### src/rtl/mux_scan_pkg.sv
// Shared definitions for the 4:1 mux scan controller: FSM state encoding,
// channel count and the width of the dwell counter.
package mux_scan_pkg;

  typedef enum logic [1:0] {
    IDLE = 2'd0,
    SCAN = 2'd1,
    DONE = 2'd2
  } state_e;

  localparam int NCH   = 4;  // channels behind the downstream 4:1 mux
  localparam int CH_W  = 2;  // width of the channel index {s0,s1}
  localparam int CNT_W = 4;  // dwell counter width, enough for DWELL up to 15

endpackage

### src/rtl/dwell_timer.sv
// Dwell counter for the scan controller. Counts cycles while enabled and
// flags expire on the last dwell cycle of a channel, then wraps to zero so
// the next channel starts a fresh dwell.
module dwell_timer
  import mux_scan_pkg::*;
#(
  parameter int DWELL = 3
) (
  input  logic clk,
  input  logic rst_n,
  input  logic clear,
  input  logic enable,
  output logic expire
);

  localparam logic [CNT_W-1:0] LAST = CNT_W'(DWELL - 1);

  logic [CNT_W-1:0] cnt_q, cnt_d;

  assign expire = (cnt_q == LAST);

  // Next count: clear wins, otherwise advance and wrap on expire.
  always_comb begin
    cnt_d = cnt_q;
    if (clear) begin
      cnt_d = '0;
    end else if (enable) begin
      cnt_d = expire ? '0 : cnt_q + 1'b1;
    end
  end

  // Count register with synchronous active-low reset.
  always_ff @(posedge clk) begin
    if (!rst_n) cnt_q <= '0;
    else        cnt_q <= cnt_d;
  end

endmodule

### src/rtl/mux_scan_ctrl.sv
// Scan controller for a downstream 4:1 gate mux. On start it walks the
// select lines {s0,s1} through channels 0..3, holds each for DWELL cycles,
// and captures the settled mux output y on the last dwell cycle of each
// channel. The four captured bits are published on sample together with a
// one-cycle done pulse.
// Optional build macro MUX_SCAN_CONT_EN: when defined, a start seen during
// the DONE cycle launches the next scan immediately (back-to-back scans).
module mux_scan_ctrl
  import mux_scan_pkg::*;
#(
  parameter int DWELL = 3
) (
  input  logic       clk,
  input  logic       rst_n,
  input  logic       start,
  input  logic       y,
  output logic       s0,
  output logic       s1,
  output logic       busy,
  output logic       done,
  output logic [3:0] sample
);

  if (DWELL < 1 || DWELL > 15) begin : g_bad_dwell
    $error("mux_scan_ctrl: DWELL must be in 1..15");
  end

  localparam logic [CH_W-1:0] LAST_CH = CH_W'(NCH - 1);

  state_e             state_q, state_d;
  logic [CH_W-1:0]    ch_q, ch_d;
  logic [NCH-2:0]     shadow_q, shadow_d;
  logic [NCH-1:0]     sample_q, sample_d;
  logic [CH_W-1:0]    sel;
  logic               tmr_clear, tmr_en, expire;

  dwell_timer #(.DWELL(DWELL)) u_dwell (
    .clk    (clk),
    .rst_n  (rst_n),
    .clear  (tmr_clear),
    .enable (tmr_en),
    .expire (expire)
  );

  // Next-state, capture and output decode for the IDLE/SCAN/DONE sequence.
  always_comb begin
    state_d   = state_q;
    ch_d      = ch_q;
    shadow_d  = shadow_q;
    sample_d  = sample_q;
    sel       = '0;
    busy      = 1'b0;
    done      = 1'b0;
    tmr_clear = 1'b0;
    tmr_en    = 1'b0;
    case (state_q)
      IDLE: begin
        tmr_clear = 1'b1;
        ch_d      = '0;
        if (start) state_d = SCAN;
      end
      SCAN: begin
        busy   = 1'b1;
        sel    = ch_q;
        tmr_en = 1'b1;
        if (expire) begin
          ch_d = ch_q + 2'd1;
          if (ch_q == LAST_CH) begin
            // Last channel goes straight to sample, no shadow slot needed.
            sample_d = {y, shadow_q};
            state_d  = DONE;
          end else begin
            for (int k = 0; k < NCH - 1; k++) begin
              if (ch_q == k[CH_W-1:0]) shadow_d[k] = y;
            end
          end
        end
      end
      DONE: begin
        done      = 1'b1;
        tmr_clear = 1'b1;
        ch_d      = '0;
`ifdef MUX_SCAN_CONT_EN
        state_d = start ? SCAN : IDLE;
`else
        state_d = IDLE;
`endif
      end
      default: begin
        state_d = IDLE;
      end
    endcase
  end

  // State, channel, shadow and published sample registers.
  always_ff @(posedge clk) begin
    if (!rst_n) begin
      state_q  <= IDLE;
      ch_q     <= '0;
      shadow_q <= '0;
      sample_q <= '0;
    end else begin
      state_q  <= state_d;
      ch_q     <= ch_d;
      shadow_q <= shadow_d;
      sample_q <= sample_d;
    end
  end

  assign s0     = sel[1];
  assign s1     = sel[0];
  assign sample = sample_q;

endmodule

### config.mk
export PLATFORM = sky130hd
export DESIGN_NAME = mux_scan_ctrl
export DESIGN_NICKNAME = d
export VERILOG_FILES = /design/src/rtl/mux_scan_pkg.sv /design/src/rtl/dwell_timer.sv /design/src/rtl/mux_scan_ctrl.sv
export SDC_FILE = /design/constraint.sdc
export NUM_CORES = 1
export LEC_CHECK = 0
export ABC_AREA = 1
export CAP_MARGIN = 5
export CORE_ASPECT_RATIO = 0.9
export CORE_UTILIZATION = 35
export DETAILED_ROUTE_END_ITERATION = 10
export GPL_ROUTABILITY_DRIVEN = 0
export GPL_TIMING_DRIVEN = 0
export SETUP_SLACK_MARGIN = 0.5
export SYNTH_ARGS = -nofsm -noshare
export SYNTH_HDL_FRONTEND = slang
export SYNTH_SLANG_ARGS = --single-unit
export TNS_END_PERCENT = 50
### constraint.sdc
create_clock -name clk -period 1.65 [get_ports clk]
set_clock_uncertainty 0.1 [all_clocks]
set_input_delay 0.33 -clock clk [delete_from_list [all_inputs] [get_ports clk]]
set_output_delay 0.33 -clock clk [all_outputs]
set_load 0.05 [all_outputs]
==> reports/metrics.yaml, run 1 <==
floorplanning:
  die-width_microns: 52.3
  floorplan.io_pins: 12
  core_sq_um: 2030
  initial_utilization: 0.393
  rows: 15
  die_area_sq_um: 2470
  die_h_microns: 47.2
critical_path:
  timing.critical_path.cells: "inv_4 > nor2_4 > buf_6 > buf_8"
  worst_setup_path_end_kind: "output port"
  ff2ff_path_depth: 8
  r2r_start: "state_q[0]"
  critical_path.reg2reg.endpoint: "u_dwell.cnt_q[3]"
  critical_path_class: "flip-flop to output port"
  cpPeakStageDelay_ns: 0.40
  critPathBufInv: 3
  worstPathMaxFanout: 4
  worstPathRequired_ns: 1.22
  worst-endpoint-arrival_ns: 1.08
  worst_path_max_delay_cell: "sky130_fd_sc_hd__dfxtp_4"
  worst-r2r-setup-slack_ns: 0.36
  crit_path_start_kind: "flip-flop"
  critical-path-top-delay-family: "flip-flops"
cts:
  worst_skew_pair_latency_ns: 0.28
  clock-root-buffer: "sky130_fd_sc_hd__clkbuf_4"
  cts_inserted_buffers: 3
  tritoncts_num_sinks: 15
  reg_clk_slew_reported_paths_ns: 0.09
  htree_depth: 1
  clk_path_buf_depth: 2
  cts_tree: "done"
placed_design:
  dp_worst_setup_slack_ns: -0.283
  post-dp-hpwl_microns: 1220
  placedInstanceArea_sq_um: 982
  buffer_ports.inserted: 11
  dp.cells: 151
sta:
  fmax_mhz: 663
  min_period_over_period: 0.914
  tightest_slew_ns: 0.255
  hold_violations: 0
  worst_slew_margin_rel: 0.829
  min_period_ns: 1.51
  layout_setup_ws_ns: 0.142
  final_max_slew_viol_count: 0
  finalSetupViolCount: 0
  holdWs_ns: 0.377
  grt_setup_unrepaired: "yes"
  setup_tns_ns: 0
final_layout:
  areaGrowthSynthToFinish_pct: 46.2
  nets: 147
  final_layout_size_suffix_gt1_frac: 0.420
  filler_cell_count: 196
  finish.instance_area_sq_um: 1160
  multiInputGateArea_sq_um: 485
  seq_area_sq_um: 323
  n_antenna_cell: 0
  final_util: 0.574
  fin_cells: 163
route:
  drt-initial-drc-count: 28
  routed_via_density: 4.78
  detail_route.wirelength_microns: 1810
  firstDrtPassIters: 4
  detail-route-antenna-nets: 0
  wl_per_cell_microns: 11.1
  post-route-drc-count: 0
  vias: 779
power:
  power_density_nw_per_um2: 598
  max-vdd-ir-drop_mv: 0.535
  standby_leakage_power_nw: 0.470
  post-layout-total-power_uw: 696
global_route:
  track_usage: 0.165
  grt.busiest_layer: "met2"
  grt_first_pass_wirelength_microns: 2860
  grt_antenna_before_repair: 0
  grt_overflow: 0
  grt_start_max_net_pins: 11
  grt_pass1_vias: 634
  global_route.usage.met1: 0.227
  globalRouteMet3Util: 0.0615
  met2_usage: 0.244
logic_synthesis:
  synth_cell_types: 19
  synth.cells.most_frequent: "sky130_fd_sc_hd__nand2_1 (24), sky130_fd_sc_hd__nor2_1 (20), sky130_fd_sc_hd__dfxtp_1 (15), sky130_fd_sc_hd__inv_1 (15), sky130_fd_sc_hd__nand3_1 (8)"
  postSynthAreaPerCell_sq_um: 6.92
  synth_top_area_cell: "sky130_fd_sc_hd__dfxtp_1"
  synth_most_common_cell: "sky130_fd_sc_hd__nand2_1"
  edff_count_synth: 0
  synthTopCellsByArea: "sky130_fd_sc_hd__dfxtp_1 (38%), sky130_fd_sc_hd__nand2_1 (11%), sky130_fd_sc_hd__nor2_1 (9.4%)"
  postSynthNetCount: 123
  number_of_storage_elements_in_the_synthesis_netlist: 15
  yosysWarningCount: 0
  ys.flop_type: "sky130_fd_sc_hd__dfxtp_1"
  synth_largest_type_area_fraction: 0.377
  postSynthCellCount: 115
  synthesis.area_sq_um: 796
  ys_seq_area_frac: 0.377
  postSynth.asyncResetShare: 0
status:
  run_status: "finished, final reports clean"
hold_path:
  holdPathStages: 2
  hp-start: "u_dwell.cnt_q[3]"
  worstHoldEndpoint: "u_dwell.cnt_q[3]"
  tightest_hold_check_type: "flip-flop to flip-flop"
job:
  max_cap_violations: 0
==> worst max path at each step <==
stage / startpoint / to / cells past startpoint
final: state_q[0] / busy / 4
after global routing: state_q[0] / busy / 4
after CTS: state_q[0] / busy / 4
after detailed placement: state_q[0] / busy / 4
after global placement: state_q[0] / busy / 4
after floorplan: state_q[1] / s0 / 3
==> worst reg2reg max path: stages (launching register included) <==
cell                      delay [ns]
sky130_fd_sc_hd__dfxtp_4        0.40
sky130_fd_sc_hd__inv_4          0.05
sky130_fd_sc_hd__nor2_4         0.10
sky130_fd_sc_hd__buf_6          0.12
sky130_fd_sc_hd__buf_4          0.11
sky130_fd_sc_hd__buf_4          0.12
sky130_fd_sc_hd__nand4_1        0.07
sky130_fd_sc_hd__nand2_1        0.07
sky130_fd_sc_hd__a21oi_1        0.05
==> area by class of cell <==
type / instances / area share
plain buffers: 3 / 0.0237
clock buffers: 4 / 0.0226
inverters: 18 / 0.0667
multi-input cells: 79 / 0.417
flip-flops and latches: 15 / 0.277
well taps: 25 / 0.0269
repair buffers: 19 / 0.166
==> metal layers <==
metal	vias up	share of wire
li1	411	-
met4	0	0.0066
met2	13	0.46
met5	-	0
met1	353	0.49
met3	2	0.042
==> cells in the final DEF, fill, tap and decap left out, types with 2 or more instances in the layout <==
master,n
sky130_fd_sc_hd__a21oi_1,6
sky130_fd_sc_hd__buf_4,6
sky130_fd_sc_hd__buf_6,8
sky130_fd_sc_hd__buf_8,3
sky130_fd_sc_hd__clkbuf_4,3
sky130_fd_sc_hd__clkdlybuf4s50_1,3
sky130_fd_sc_hd__dfxtp_1,3
sky130_fd_sc_hd__dfxtp_2,9
sky130_fd_sc_hd__dfxtp_4,3
sky130_fd_sc_hd__ha_1,3
sky130_fd_sc_hd__inv_1,11
sky130_fd_sc_hd__inv_2,4
sky130_fd_sc_hd__inv_4,2
sky130_fd_sc_hd__nand2_1,21
sky130_fd_sc_hd__nand2_2,2
sky130_fd_sc_hd__nand3_1,7
sky130_fd_sc_hd__nand4_1,6
sky130_fd_sc_hd__nor2_1,15
sky130_fd_sc_hd__nor2_2,2
sky130_fd_sc_hd__nor2_4,8
sky130_fd_sc_hd__o21ai_0,2
==> where the power goes <==
group | switching, mW | internal [mW]
clock | 0.116 | 0.0938
sequential | 0.00797 | 0.363
combinational | 0.0617 | 0.0536
==> cell families (layout without fill, tap and decap cells) <==
family | after synthesis | count (layout) | share of synthesized area
compound gates | 9 | 9 | 0.0582
buf+inv | 21 | 44 | 0.113
simple gates | 66 | 66 | 0.388
fa+ha+maj | 4 | 4 | 0.0629
flops | 15 | 15 | 0.377
==> state kept, by name, indices dropped and copies added, names as in the netlist <==
name and count:
u_dwell.cnt_q 4, shadow_q 3, ch_q 2, state_q 2
sample 4
==> what timing repair did <==
| action | in CTS | in global routing |
|---|---|---|
| hold buffers | 0 | 0 |
| resized for setup | 72 | 18 |
| endpoints found under the hold margin | 0 | 0 |
| buffers inserted | 3 | 3 |
| cloned | 0 | 2 |
| pin swaps | 2 | 7 |
| endpoints found under the setup margin | 19 | 23 |
Note: power is estimated with default switching activity, not from simulation.
==> run 2: changes to the inputs <==
--- a/config.mk
+++ b/config.mk
@@ -9,7 +9,9 @@
 export CAP_MARGIN = 5
 export CORE_ASPECT_RATIO = 0.9
 export CORE_UTILIZATION = 35
+export CTS_CLUSTER_DIAMETER = 150
 export DETAILED_ROUTE_END_ITERATION = 10
+export DONT_BUFFER_PORTS = 1
 export GPL_ROUTABILITY_DRIVEN = 0
 export GPL_TIMING_DRIVEN = 0
 export SETUP_SLACK_MARGIN = 0.5
==> reports/metrics.yaml, run 2 (synthesis results as in run 1) <==
status:
  run_status: "finished, final reports clean"
floorplanning:
  die_area_sq_um: 2470
  core_sq_um: 2030
  floorplan.io_pins: 12
  die-width_microns: 52.3
  initial_utilization: 0.393
  die_h_microns: 47.2
  rows: 15
placed_design:
  buffer_ports.inserted: 0
  post-dp-hpwl_microns: 1260
route:
  drt-initial-drc-count: 17
  vias: 746
  detail_route.wirelength_microns: 1840
  detail-route-antenna-nets: 0
  firstDrtPassIters: 4
  routed_via_density: 4.91
  wl_per_cell_microns: 12.1
  post-route-drc-count: 0
critical_path:
  worst_setup_path_end_kind: "output port"
  critical_path_class: "flip-flop to output port"
  worst-r2r-setup-slack_ns: 0.27
  worstPathMaxFanout: 3
  worstPathRequired_ns: 1.22
  crit_path_start_kind: "flip-flop"
  ff2ff_path_depth: 7
  r2r_start: "state_q[0]"
  worst-endpoint-arrival_ns: 1.10
  critical_path.reg2reg.endpoint: "sample[2]"
sta:
  tightest_slew_ns: 0.422
  fmax_mhz: 655
  finalSetupViolCount: 0
  min_period_ns: 1.53
  hold_violations: 0
  min_period_over_period: 0.926
  setup_tns_ns: 0
  worst_slew_margin_rel: 0.719
  final_max_slew_viol_count: 0
  grt_setup_unrepaired: "yes"
power:
  post-layout-total-power_uw: 705
  power_density_nw_per_um2: 644
  max-vdd-ir-drop_mv: 0.508
  standby_leakage_power_nw: 0.423
final_layout:
  filler_cell_count: 192
  most-common-layout-cells: "sky130_fd_sc_hd__nand2_1 (20), sky130_fd_sc_hd__nor2_1 (15), sky130_fd_sc_hd__inv_1 (13)"
  nets: 136
  layout_commonest_cell: "sky130_fd_sc_hd__nand2_1"
  areaGrowthSynthToFinish_pct: 37.6
  multiInputGateArea_sq_um: 493
  final_layout_size_suffix_gt1_frac: 0.370
  seq_area_sq_um: 330
  n_antenna_cell: 0
global_route:
  grt_first_pass_wirelength_microns: 2920
  grt_overflow: 0
  grt_pass1_vias: 627
  track_usage: 0.167
  grt_start_max_net_pins: 11
  grt_antenna_before_repair: 0
cts:
  cts_tree: "done"
  htree_depth: 1
  worst_skew_pair_latency_ns: 0.29
  reg_clk_slew_reported_paths_ns: 0.09
  clk_path_buf_depth: 2
  cts_inserted_buffers: 3
  tritoncts_num_sinks: 15
  clock-root-buffer: "sky130_fd_sc_hd__clkbuf_4"
hold_path:
  holdPathStages: 2
  hp-start: "rst_n"
  tightest_hold_check_type: "primary input to flip-flop"
  worstHoldEndpoint: "u_dwell.cnt_q[3]"
job:
  max_cap_violations: 0
==> run 2: cell count changes in the layout (fill, tap and decap cells not counted), moves of 3 or more <==
| cell | delta |
|---|---|
| sky130_fd_sc_hd__dfxtp_2 | -6 |
| sky130_fd_sc_hd__nor2_2 | +3 |
| sky130_fd_sc_hd__clkdlybuf4s50_1 | -3 |
| sky130_fd_sc_hd__dfxtp_4 | +4 |
| sky130_fd_sc_hd__buf_8 | -3 |
| sky130_fd_sc_hd__buf_6 | -6 |
| sky130_fd_sc_hd__nor2_4 | -3 |
==> run 2: worst max path at each step <==
| stage | startpoint | endpoint | slack, ns | cells after the start |
|---|---|---|---|---|
| 6_report | state_q[1] | done | 0.12 | 3 |
| 3_3_place_gp | ch_q[1] | shadow_q[0] | 0.35 | 7 |
| 3_5_place_dp | ch_q[1] | shadow_q[2] | 0.34 | 7 |
| 5_1_grt | state_q[1] | done | 0.08 | 3 |
| 4_1_cts | state_q[1] | s1 | 0.10 | 3 |
| 2_1_floorplan | state_q[1] | s0 | 0.43 | 3 |
==> run 2: metal layers <==
layer | vias up | routed length, microns | global-route usage
met5 | - | 0 | 0
met4 | 0 | 21 | 0.0474
met3 | 5 | 94 | 0.0647
met2 | 20 | 885 | 0.269
met1 | 331 | 837 | 0.209
li1 | 390 | - | -
==> run 2: through the flow <==
stage	cell area, sq um	util	worst slack (ns)	std cells	hold WS, ns
2_1_floorplan	841	-	0.434	115	0.350
3_3_place_gp	872	0.430	0.347	140	0.367
3_5_place_dp	872	0.430	0.338	140	0.376
4_1_cts	1060	0.521	0.101	151	0.0751
5_1_grt	1090	0.540	0.0815	152	0.0700
6_report	1090	0.540	0.122	152	0.0769
==> run 2: layout make-up <==
cell class | count | share of cell area
Sequential cell | 15 | 0.302
Inverter | 18 | 0.0709
Timing Repair Buffer | 8 | 0.0926
Multi-Input combinational cell | 79 | 0.450
Buffer | 3 | 0.0320
Tap cell | 25 | 0.0286
Clock buffer | 4 | 0.0240
==> run 2: worst max-delay path: stages, from the launching register on <==
cell and delay, ns:
sky130_fd_sc_hd__dfxtp_4 0.38, sky130_fd_sc_hd__inv_6 0.05, sky130_fd_sc_hd__buf_12 0.12, sky130_fd_sc_hd__nor2_4 0.26
==> run 2: timing repair <==
action | in CTS | in global routing
buffers inserted | 6 | 1
resized for setup | 23 | 9
hold buffers | 0 | 0
endpoints found under the setup margin | 21 | 23
pin swaps | 3 | 6
cloned | 1 | 0
==> run 2: report_power, final <==
group	switching, mW	internal, mW	leakage, nW	total, mW
Clock	0.124	0.0942	0.0150	0.218
Sequential	0.0107	0.356	0.128	0.367
Combinational	0.0616	0.0587	0.280	0.120
